`src/rtl/alu_exec_stage.sv`:
```
// Execute stage: operand register feeding an external ALU, then a 2-entry result buffer toward writeback.
// Latency: 2 cycles from accept to out_valid (OR stage, then RB stage).
// Backpressure: in_ready drops once the RB is full and the OR is occupied; a same-cycle pop frees a slot.

// Small synchronous FIFO; DEPTH must be a power of two so the pointers wrap naturally.
module fifo #(
  parameter int W     = 8,
  parameter int DEPTH = 2,
  parameter int CW    = $clog2(DEPTH + 1)
) (
  input  logic          clk,
  input  logic          reset,
  input  logic          wr_vld,
  input  logic [W-1:0]  wr_dat,
  input  logic          rd_rdy,
  output logic [W-1:0]  rd_dat,
  output logic [CW-1:0] count
);
  localparam int AW = (DEPTH > 1) ? $clog2(DEPTH) : 1;

  logic [W-1:0]  mem [DEPTH];
  logic [AW-1:0] wr_ptr;
  logic [AW-1:0] rd_ptr;
  logic [CW-1:0] cnt;

  always_ff @(posedge clk) begin
    if (reset) begin
      wr_ptr <= '0;
      rd_ptr <= '0;
      cnt    <= '0;
      for (int i = 0; i < DEPTH; i++) begin
        mem[i] <= '0;
      end
    end else begin
      if (wr_vld) begin
        mem[wr_ptr] <= wr_dat;
        wr_ptr      <= wr_ptr + AW'(1);
      end
      if (rd_rdy) begin
        rd_ptr <= rd_ptr + AW'(1);
      end
      // Simultaneous write and read leaves the occupancy unchanged.
      case ({wr_vld, rd_rdy})
        2'b10:   cnt <= cnt + CW'(1);
        2'b01:   cnt <= cnt - CW'(1);
        default: cnt <= cnt;
      endcase
    end
  end

  assign rd_dat = mem[rd_ptr];
  assign count  = cnt;
endmodule

module alu_exec_stage #(
  parameter int TAG_W = 5
) (
  input  logic             clk,
  input  logic             reset,
  input  logic             in_valid,
  output logic             in_ready,
  input  logic [31:0]      in_a,
  input  logic [31:0]      in_b,
  input  logic [3:0]       in_ALUop,
  input  logic [TAG_W-1:0] in_tag,
  output logic [31:0]      alu_a,
  output logic [31:0]      alu_b,
  output logic [3:0]       alu_ALUop,
  input  logic [31:0]      alu_result,
  input  logic             alu_flag,
  output logic             out_valid,
  input  logic             out_ready,
  output logic [31:0]      out_result,
  output logic             out_flag,
  output logic [TAG_W-1:0] out_tag,
  output logic             sticky_ovf,
  input  logic             clr_sticky,
  output logic [15:0]      op_count
);
  localparam int RB_W = 32 + 1 + TAG_W;

  logic             or_vld;
  logic [31:0]      or_a;
  logic [31:0]      or_b;
  logic [3:0]       or_op;
  logic [TAG_W-1:0] or_tag;

  logic [1:0]       rb_cnt;
  logic [RB_W-1:0]  rb_wr_dat;
  logic [RB_W-1:0]  rb_rd_dat;
  logic             wr_flag;
  logic             pop;
  logic             xfer;
  logic             accept;

  assign out_valid = (rb_cnt != 2'd0);
  assign pop       = out_valid & out_ready;
  // out_ready -> pop -> xfer -> in_ready is a deliberate combinational path for full throughput.
  assign xfer      = or_vld & ((rb_cnt != 2'd2) | pop);
  assign in_ready  = ~or_vld | xfer;
  assign accept    = in_valid & in_ready;

  // The ALU flag only means overflow for arithmetic opcodes.
  assign wr_flag   = alu_flag & (or_op[3:2] == 2'b00);
  assign rb_wr_dat = {alu_result, wr_flag, or_tag};

  always_ff @(posedge clk) begin
    if (reset) begin
      or_vld <= 1'b0;
      or_a   <= '0;
      or_b   <= '0;
      or_op  <= '0;
      or_tag <= '0;
    end else if (accept) begin
      or_vld <= 1'b1;
      or_a   <= in_a;
      or_b   <= in_b;
      or_op  <= in_ALUop;
      or_tag <= in_tag;
    end else if (xfer) begin
      or_vld <= 1'b0;
    end
  end

  assign alu_a     = or_a;
  assign alu_b     = or_b;
  assign alu_ALUop = or_op;

  fifo #(
    .W     (RB_W),
    .DEPTH (2),
    .CW    (2)
  ) u_rb (
    .clk    (clk),
    .reset  (reset),
    .wr_vld (xfer),
    .wr_dat (rb_wr_dat),
    .rd_rdy (pop),
    .rd_dat (rb_rd_dat),
    .count  (rb_cnt)
  );

  assign out_result = rb_rd_dat[RB_W-1 -: 32];
  assign out_flag   = rb_rd_dat[TAG_W];
  assign out_tag    = rb_rd_dat[TAG_W-1:0];

  // A new overflow in the same cycle as a clear keeps the bit set.
  always_ff @(posedge clk) begin
    if (reset) begin
      sticky_ovf <= 1'b0;
      op_count   <= '0;
    end else begin
      sticky_ovf <= (sticky_ovf & ~clr_sticky) | (xfer & wr_flag);
      if (xfer) begin
        op_count <= op_count + 16'd1;
      end
    end
  end
endmodule
```
`config.mk`:
```
export PLATFORM = sky130hd
export DESIGN_NAME = alu_exec_stage
export DESIGN_NICKNAME = d
export VERILOG_FILES = /design/src/rtl/alu_exec_stage.sv
export SDC_FILE = /design/constraint.sdc
export NUM_CORES = 1
export LEC_CHECK = 0
export ABC_AREA = 1
export CORE_UTILIZATION = 45
export DETAILED_ROUTE_END_ITERATION = 10
export GPL_TIMING_DRIVEN = 0
export PLACE_DENSITY = 0.8
export SETUP_SLACK_MARGIN = 0.02
export SLEW_MARGIN = 30
export SYNTH_ARGS = -nofsm -noshare
export SYNTH_HDL_FRONTEND = slang
export SYNTH_SLANG_ARGS = --single-unit
```
`constraint.sdc`:
```
create_clock -name clk -period 2.4 [get_ports clk]
set_input_delay 0.24 -clock clk [delete_from_list [all_inputs] [get_ports clk]]
set_output_delay 0.24 -clock clk [all_outputs]
set_load 0.005 [all_outputs]
```
==> results of run 1 <==
## worst reg2reg max path, cell delays in order (launching register included)
cell and delay (ps):
dfxtp_1 360, inv_2 70, nand3_2 70, nand2_2 70
nor2_2 150, nand2_1 120, buf_6 160, buf_6 140
nand2_2 500, buf_16 230
## final timing paths
| check | cells past startpoint | to | from | slack, ps |
|---|---|---|---|---|
| worst min-delay path | 2 | op_count[5] | reset | 130 |
| worst max register to register | 9 | u_rb.mem[1][14] | u_rb.count[0] | 220 |
| worst max-delay path | 4 | out_result[12] | register | 150 |
| worst min register to register | 1 | u_rb.rd_ptr | u_rb.rd_ptr | 460 |
## registers in the layout, summed over array words and instances (netlist names), named ones only
name,count
alu_ALUop,4
alu_a,32
alu_b,32
op_count,16
or_tag,5
or_vld,1
sticky_ovf,1
u_rb.count,2
u_rb.mem,76
u_rb.rd_ptr,1
u_rb.wr_ptr,1
## per-stage QoR
step           hold WS [ps]  setup WS (ps)  power (mW)
2_1_floorplan         349.7          196.7       3.800
3_3_place_gp          435.7         -846.0       4.431
3_5_place_dp          443.3         -262.2       4.461
4_1_cts               115.8          30.64       7.101
5_1_grt               127.2          34.76       7.344
6_report              127.3          145.4       7.057
## cells in the mapped netlist, drive strengths merged
cell type	count
o21ai	78
clkinv	1
a21oi	17
nand3	12
o32ai	1
clkbuf	13
nor2	237
xor2	1
ha	2
edfxtp	76
nand4	7
o21a	1
buf	25
nand2	49
dfxtp	96
xnor2	1
inv	64
a211oi	1
mux2	38
nor3	2
## layout by cell type, fill, tap and decap left out, drive strengths merged
cell           netlist  routed
inv                 64      64
bufinv               0       1
xnor2                1       1
buf                 25      26
ha                   2       2
nand3               12      12
o21a                 1       1
edfxtp              76      76
o32ai                1       1
o21ai               78      78
a211oi               1       1
clkinvlp             0       1
nor2               237     237
xor2                 1       1
clkinv               1       6
diode                0       2
nand2               49      49
nor3                 2       2
mux2                38      38
a21oi               17      17
dfxtp               96      96
clkdlybuf4s50        0     234
nand4                7       7
clkbuf              13      39
## logic make-up (layout without fill, tap and decap cells)
family,Yosys count,in the layout,share of synthesized area
simple gates,307,307,0.1804
flops,172,172,0.6116
buf+inv,103,371,0.06698
compound gates,98,98,0.07262
mux,38,38,0.06225
fa+ha+maj,2,2,0.003640
xor+xnor,2,2,0.002549
other cells,0,2,0
## power by group through the flow
stage | Clock (mW) | Sequential, mW | Combinational [mW]
after floorplan | 0 | 3.37 | 0.425
after global placement | 0 | 3.37 | 1.06
after detailed placement | 0 | 3.38 | 1.08
after CTS | 2.69 | 3.32 | 1.09
after global routing | 2.82 | 3.34 | 1.19
final | 2.65 | 3.32 | 1.09
## per-layer routing
layer / vias up / global-route usage / routed length (um)
met4: 0 / 0.09900 / 375
met5: - / 0 / 0
met2: 203 / 0.4082 / 8759
met3: 27 / 0.09029 / 1730
li1: 2846 / - / -
met1: 2557 / 0.2553 / 6816
## repair_timing
item	in CTS	in global routing
setup endpoints to repair	20	18
endpoints found under the hold margin	0	0
resized for setup	2	2
cloned	0	0
## area by class of cell
type                    instances  share of cell area
diodes                          2           0.0004958
plain buffers                  38             0.02256
clock buffers                  25             0.05033
clock inverters                 7            0.006198
inverters                      65             0.02417
multi-input cells             447              0.2194
flip-flops and latches        172              0.4165
well taps                     184             0.02281
repair buffers                236              0.2375
==> flow_summary_export.csv, run 1 <==
group,metric,value,unit
run_status,outcome,"finished with violations",
run_status,violations,"design-rule violations",
grt,grt_pass1_wl,28.54,mm
floorplanning,core-area,14700,sq um
clocking,ctsLongestPathBuffers,2,
worst_setup_path,path_class,"register to output pin",
logic_synthesis,syn_avg_cell_area,9.521,sq um
grt,antenna_found_initial,2,
worst_setup_path,path_delay_family,"buffers and inverters",
pwr,power_frac_comb,0.154,
clocking,cts_hold_buf,0,
worst_setup_path,crit_buf_inv,3,
pwr,leakagePower,4.148,nW
logic_synthesis,yosysWarnings,0,
logic_synthesis,synthTopCellsByArea,"edfxtp_1 (33%), dfxtp_1 (28%), nor2_1 (13%)",
grt,grt.total_usage,0.2349,
grt,grt_pass1_vias,5649,
pwr,clock_power_share,0.376,
timing,relSlewSlack,0.5485,
layout,n_fill_cell,1170,
clocking,path_clk_slew,60,ps
layout,drive_gt1_frac,0.1081,
clocking,cts.root.buffer_cell,"clkbuf_16",
drt,viasPerCell,4.790,
floorplanning,die_h,125.6,um
logic_synthesis,syn_inst,722,
logic_synthesis,syn_nets,835,
placement,port_buffers,234,
pwr,p_int,5.454,mW
worst_setup_path,crit_required,2160,ps
worst_setup_path,path_cells,"clkbuf_4 > buf_4 > mux2_2 > clkdlybuf4s50_1",
pwr,peakVddDrop,0.0004739,V
logic_synthesis,ys_types,30,
logic_synthesis,synth_top_area_cell,"edfxtp_1",
logic_synthesis,ys_seq_area_frac,0.6116,
drt,drt-initial-drc-count,313,
job,drv_cap,0,
logic_synthesis,ys_ff_latch,172,
clocking,cts.sinks,172,
drt,wl_per_cell,15.03,um
pwr,power_density,699.2,nW/um^2
worst_setup_path,max_stage_delay,450,ps
layout,layout.nets,1090,
layout,ff_latch_area,4204,sq um
floorplanning,rows,44,
timing,worst_pin_slew,674.8,ps
layout,multi_input_area,2215,sq um
logic_synthesis,netlist_area,6874,sq um
timing,period_minus_slack,2255,ps
placement,dp_hpwl,13.06,mm
floorplanning,initial_utilization,0.4677,
clocking,htree_levels,4,
timing,final_hold_viol_count,0,
clocking,clk_latency,420,ps
clocking,postCtsSetupRepairBufs,0,
timing,fmax,0.4435,GHz
placement,place_inst,1142,
drt,ant_nets,0,
timing,rsz0062_at_grt,"false",
layout,area_growth,46.83,%
timing,drv_slew,0,
worst_setup_path,endpoint_kind,"output pin",
drt,routed_wl,17.68,mm
worst_setup_path,crit_fanout,10,
floorplanning,die_w,125.6,um
grt,grt_start_max_net_pins,26,
clocking,cts_tree,"built",
timing,period_share,0.9394,
timing,final-setup-viol-count,0,
layout,fin_area,10090,sq um
drt,vias,5633,
timing,skew,9.003,ps
placement,post_dp_cell_area,9507,sq um
grt,grt_overflow,0,
drt,post-route-drc-count,14,
timing,fin_setup_tns,0,ps
worst_setup_path,start_kind,"register",
worst_setup_path,cp.arrival,2010,ps
worst_hold_path,hp-class,"input pin to register",
placement,gp_congestion,0.8539,
pwr,seq_power_share,0.470,
pwr,p_switching,1.603,mW
layout,fin_cells,1176,
drt,first_pass_iters,10,
worst_setup_path,cp_slowest_cell,"clkdlybuf4s50_1",
clocking,cts_buffers,17,
pwr,swShare,0.2272,
floorplanning,dieArea,15770,sq um
logic_synthesis,synth_top_area_frac,0.3320,
layout,final_util,0.6867,
floorplanning,io_pins,236,
Note: power is estimated with default switching activity, not from simulation.
==> run 2, diff against run 1 <==
Settings changed: ABC_AREA 1 to 0, CTS_CLUSTER_DIAMETER set to 40, PLACE_DENSITY 0.8 to 0.81, RECOVER_POWER set to 50.
==> flow_summary_export.csv, run 2 <==
group,metric,value,unit
drt,vias,5379,
clocking,clk_latency,420,ps
logic_synthesis,synth_edf_count,76,
clocking,cts_buffers,17,
placement,place_inst,1059,
clocking,path_clk_slew,60,ps
layout,final_util,0.6821,
run_status,outcome,"finished with violations",
floorplanning,io_pins,236,
layout,n_antenna_cell,0,
grt,grt_start_max_net_pins,39,
timing,fmax,0.4410,GHz
run_status,violations,"design-rule violations",
worst_setup_path,crit_fanout,10,
drt,wl_per_cell,15.49,um
timing,final-setup-viol-count,0,
floorplanning,die_h,124.9,um
logic_synthesis,ys_ff_latch,172,
logic_synthesis,syn_avg_cell_area,10.65,sq um
logic_synthesis,yosysMostFrequentCell,"nand2_1",
floorplanning,core-area,14640,sq um
timing,drv_slew,0,
timing,skew,7.313,ps
floorplanning,dieArea,15590,sq um
floorplanning,rows,44,
logic_synthesis,synthTopCellsByArea,"edfxtp_1 (34%), dfxtp_1 (28%), nand2_1 (8.4%)",
drt,ant_nets,0,
clocking,ctsLongestPathBuffers,2,
grt,grt.total_usage,0.2207,
drt,first_pass_iters,7,
grt,grt_pass1_wl,26.51,mm
drt,routed_wl,16.88,mm
placement,dp_hpwl,12.23,mm
drt,post-route-drc-count,26,
logic_synthesis,synth_ff_type,"dfxtp_1",
grt,grt_pass1_vias,5355,
layout,layout_commonest_cell,"nand2_1",
logic_synthesis,ys_types,40,
worst_setup_path,start_kind,"register",
timing,worst_pin_slew,543.9,ps
worst_hold_path,hold_start,"in_a[11]",
logic_synthesis,synth-async-reset-ratio,0,
timing,final_hold_viol_count,0,
worst_hold_path,hp-class,"input pin to register",
logic_synthesis,netlist_area,6794,sq um
worst_setup_path,path_class,"register to output pin",
grt,antenna_found_initial,0,
grt,grt_overflow,0,
logic_synthesis,yosysWarnings,0,
floorplanning,initial_utilization,0.4639,
layout,final_cell_mix,"nand2_1 (152), clkdlybuf4s50_1 (148), dfxtp_1 (96)",
timing,period_share,0.9449,
layout,layout.nets,1008,
drt,drt-initial-drc-count,270,
worst_setup_path,rr_worst_depth,7,
worst_setup_path,max_stage_delay,470,ps
drt,viasPerCell,4.935,
layout,fin_area,9988,sq um
layout,fin_cells,1090,
layout,top_register,"u_rb.mem",
worst_setup_path,cp.arrival,2030,ps
worst_setup_path,path_cells,"clkbuf_4 > buf_4 > mux2_2 > clkdlybuf4s50_1",
logic_synthesis,synth_top_area_frac,0.3359,
worst_setup_path,r2r-start,"u_rb.count[0]",
worst_setup_path,cp_slowest_cell,"clkdlybuf4s50_1",
layout,area_growth,47.02,%
timing,relSlewSlack,0.6374,
logic_synthesis,syn_nets,751,
placement,gp_congestion,0.7870,
layout,largest_reg_flops,76,
job,drv_cap,0,
pwr,power_density,744.7,nW/um^2
pwr,leakagePower,3.924,nW
logic_synthesis,ys_seq_area_frac,0.6188,
clocking,cts_tree,"built",
worst_setup_path,crit_required,2160,ps
pwr,peakVddDrop,0.0005489,V
timing,rsz0062_at_grt,"true",
pwr,total_power,7.438,mW
layout,drive_gt1_frac,0.09051,
logic_synthesis,synth_top_area_cell,"edfxtp_1",
clocking,htree_levels,4,
logic_synthesis,post_synth_most_frequent_cells,"nand2_1 (152), dfxtp_1 (96), a21oi_1 (82)",
clocking,cts.root.buffer_cell,"clkbuf_16",
floorplanning,die_w,124.9,um
placement,post_dp_cell_area,9418,sq um
placement,port_buffers,235,
timing,period_minus_slack,2268,ps
clocking,cts.sinks,172,
worst_setup_path,endpoint_kind,"output pin",
logic_synthesis,syn_inst,638,
worst_hold_path,hold_depth,3,
## run 2: cell types whose count changed in the layout (fill, tap and decap cells not counted), sizes merged, moves of 75 or more
cell	delta
and2	+75
dlygate4sd3	+87
o21ai	-75
nand2	+104
clkdlybuf4s50	-86
nor2	-223
## run 2: stage by stage
| step | setup WS [ps] | hold slack (ps) | TNS (ps) |
|---|---|---|---|
| global placement | -700.2 | 440.4 | -47040 |
| global route | 4.626 | 347.5 | 0 |
| finish | 132.2 | 360.2 | 0 |
| detailed placement | -569.6 | 445.7 | -28040 |
| floorplan | 206.4 | 376.0 | 0 |
| CTS | 22.13 | 342.9 | 0 |
## run 2: cell families after synthesis
group           synth area share
compound gates           0.07035
xor+xnor                 0.01547
fa+ha+maj               0.003683
buf+inv                  0.02689
flops                     0.6188
mux                      0.06464
simple gates              0.2002
## run 2: what timing repair did
| item | 4_1_cts | 5_1_grt |
|---|---|---|
| endpoints found under the hold margin | 0 | 0 |
| gates resized for setup | 6 | 3 |
| setup endpoints to repair | 66 | 58 |
| setup buffers | 0 | 0 |
| gates cloned | 0 | 1 |
| hold buffers | 0 | 0 |
## run 2: path summary, 6_finish.rpt
| kind | to | slack (ps) |
|---|---|---|
| worst max-delay path | out_result[19] | 130 |
| worst min-delay path | alu_a[11] | 360 |
| worst max register to register | u_rb.mem[1][34] | 220 |
| worst min register to register | alu_a[11] | 450 |
## run 2: area by class of cell
cell class                      count  area [sq um]
Buffer                             40         168.9
Clock buffer                       21         440.4
Clock inverter                      9         122.6
Fill cell                        1139          4656
Inverter                            4         15.01
Multi-Input combinational cell    423          2425
Sequential cell                   172          4204
Tap cell                          184         230.2
Timing Repair Buffer              237          2382
## run 2: critical path, delay by kind of cell (launching register included)
family | cells | cell delay, ps
buffers and inverters | 3 | 920
DFF | 1 | 340
muxes | 1 | 340
## run 2: where the power goes
group,leakage [nW],total (mW),internal [mW],switching [mW]
combinational,2.07,1.42,0.848,0.571
clock,0.270,2.68,1.61,1.07
sequential,1.58,3.33,3.25,0.0860
## run 2: metal layers
metal,up-vias,global-route usage,wire length (um)
li1,2682,-,-
met1,2481,0.2442,6598
met2,194,0.3810,8315
met3,22,0.08849,1657
met4,0,0.08178,310
met5,-,0,0
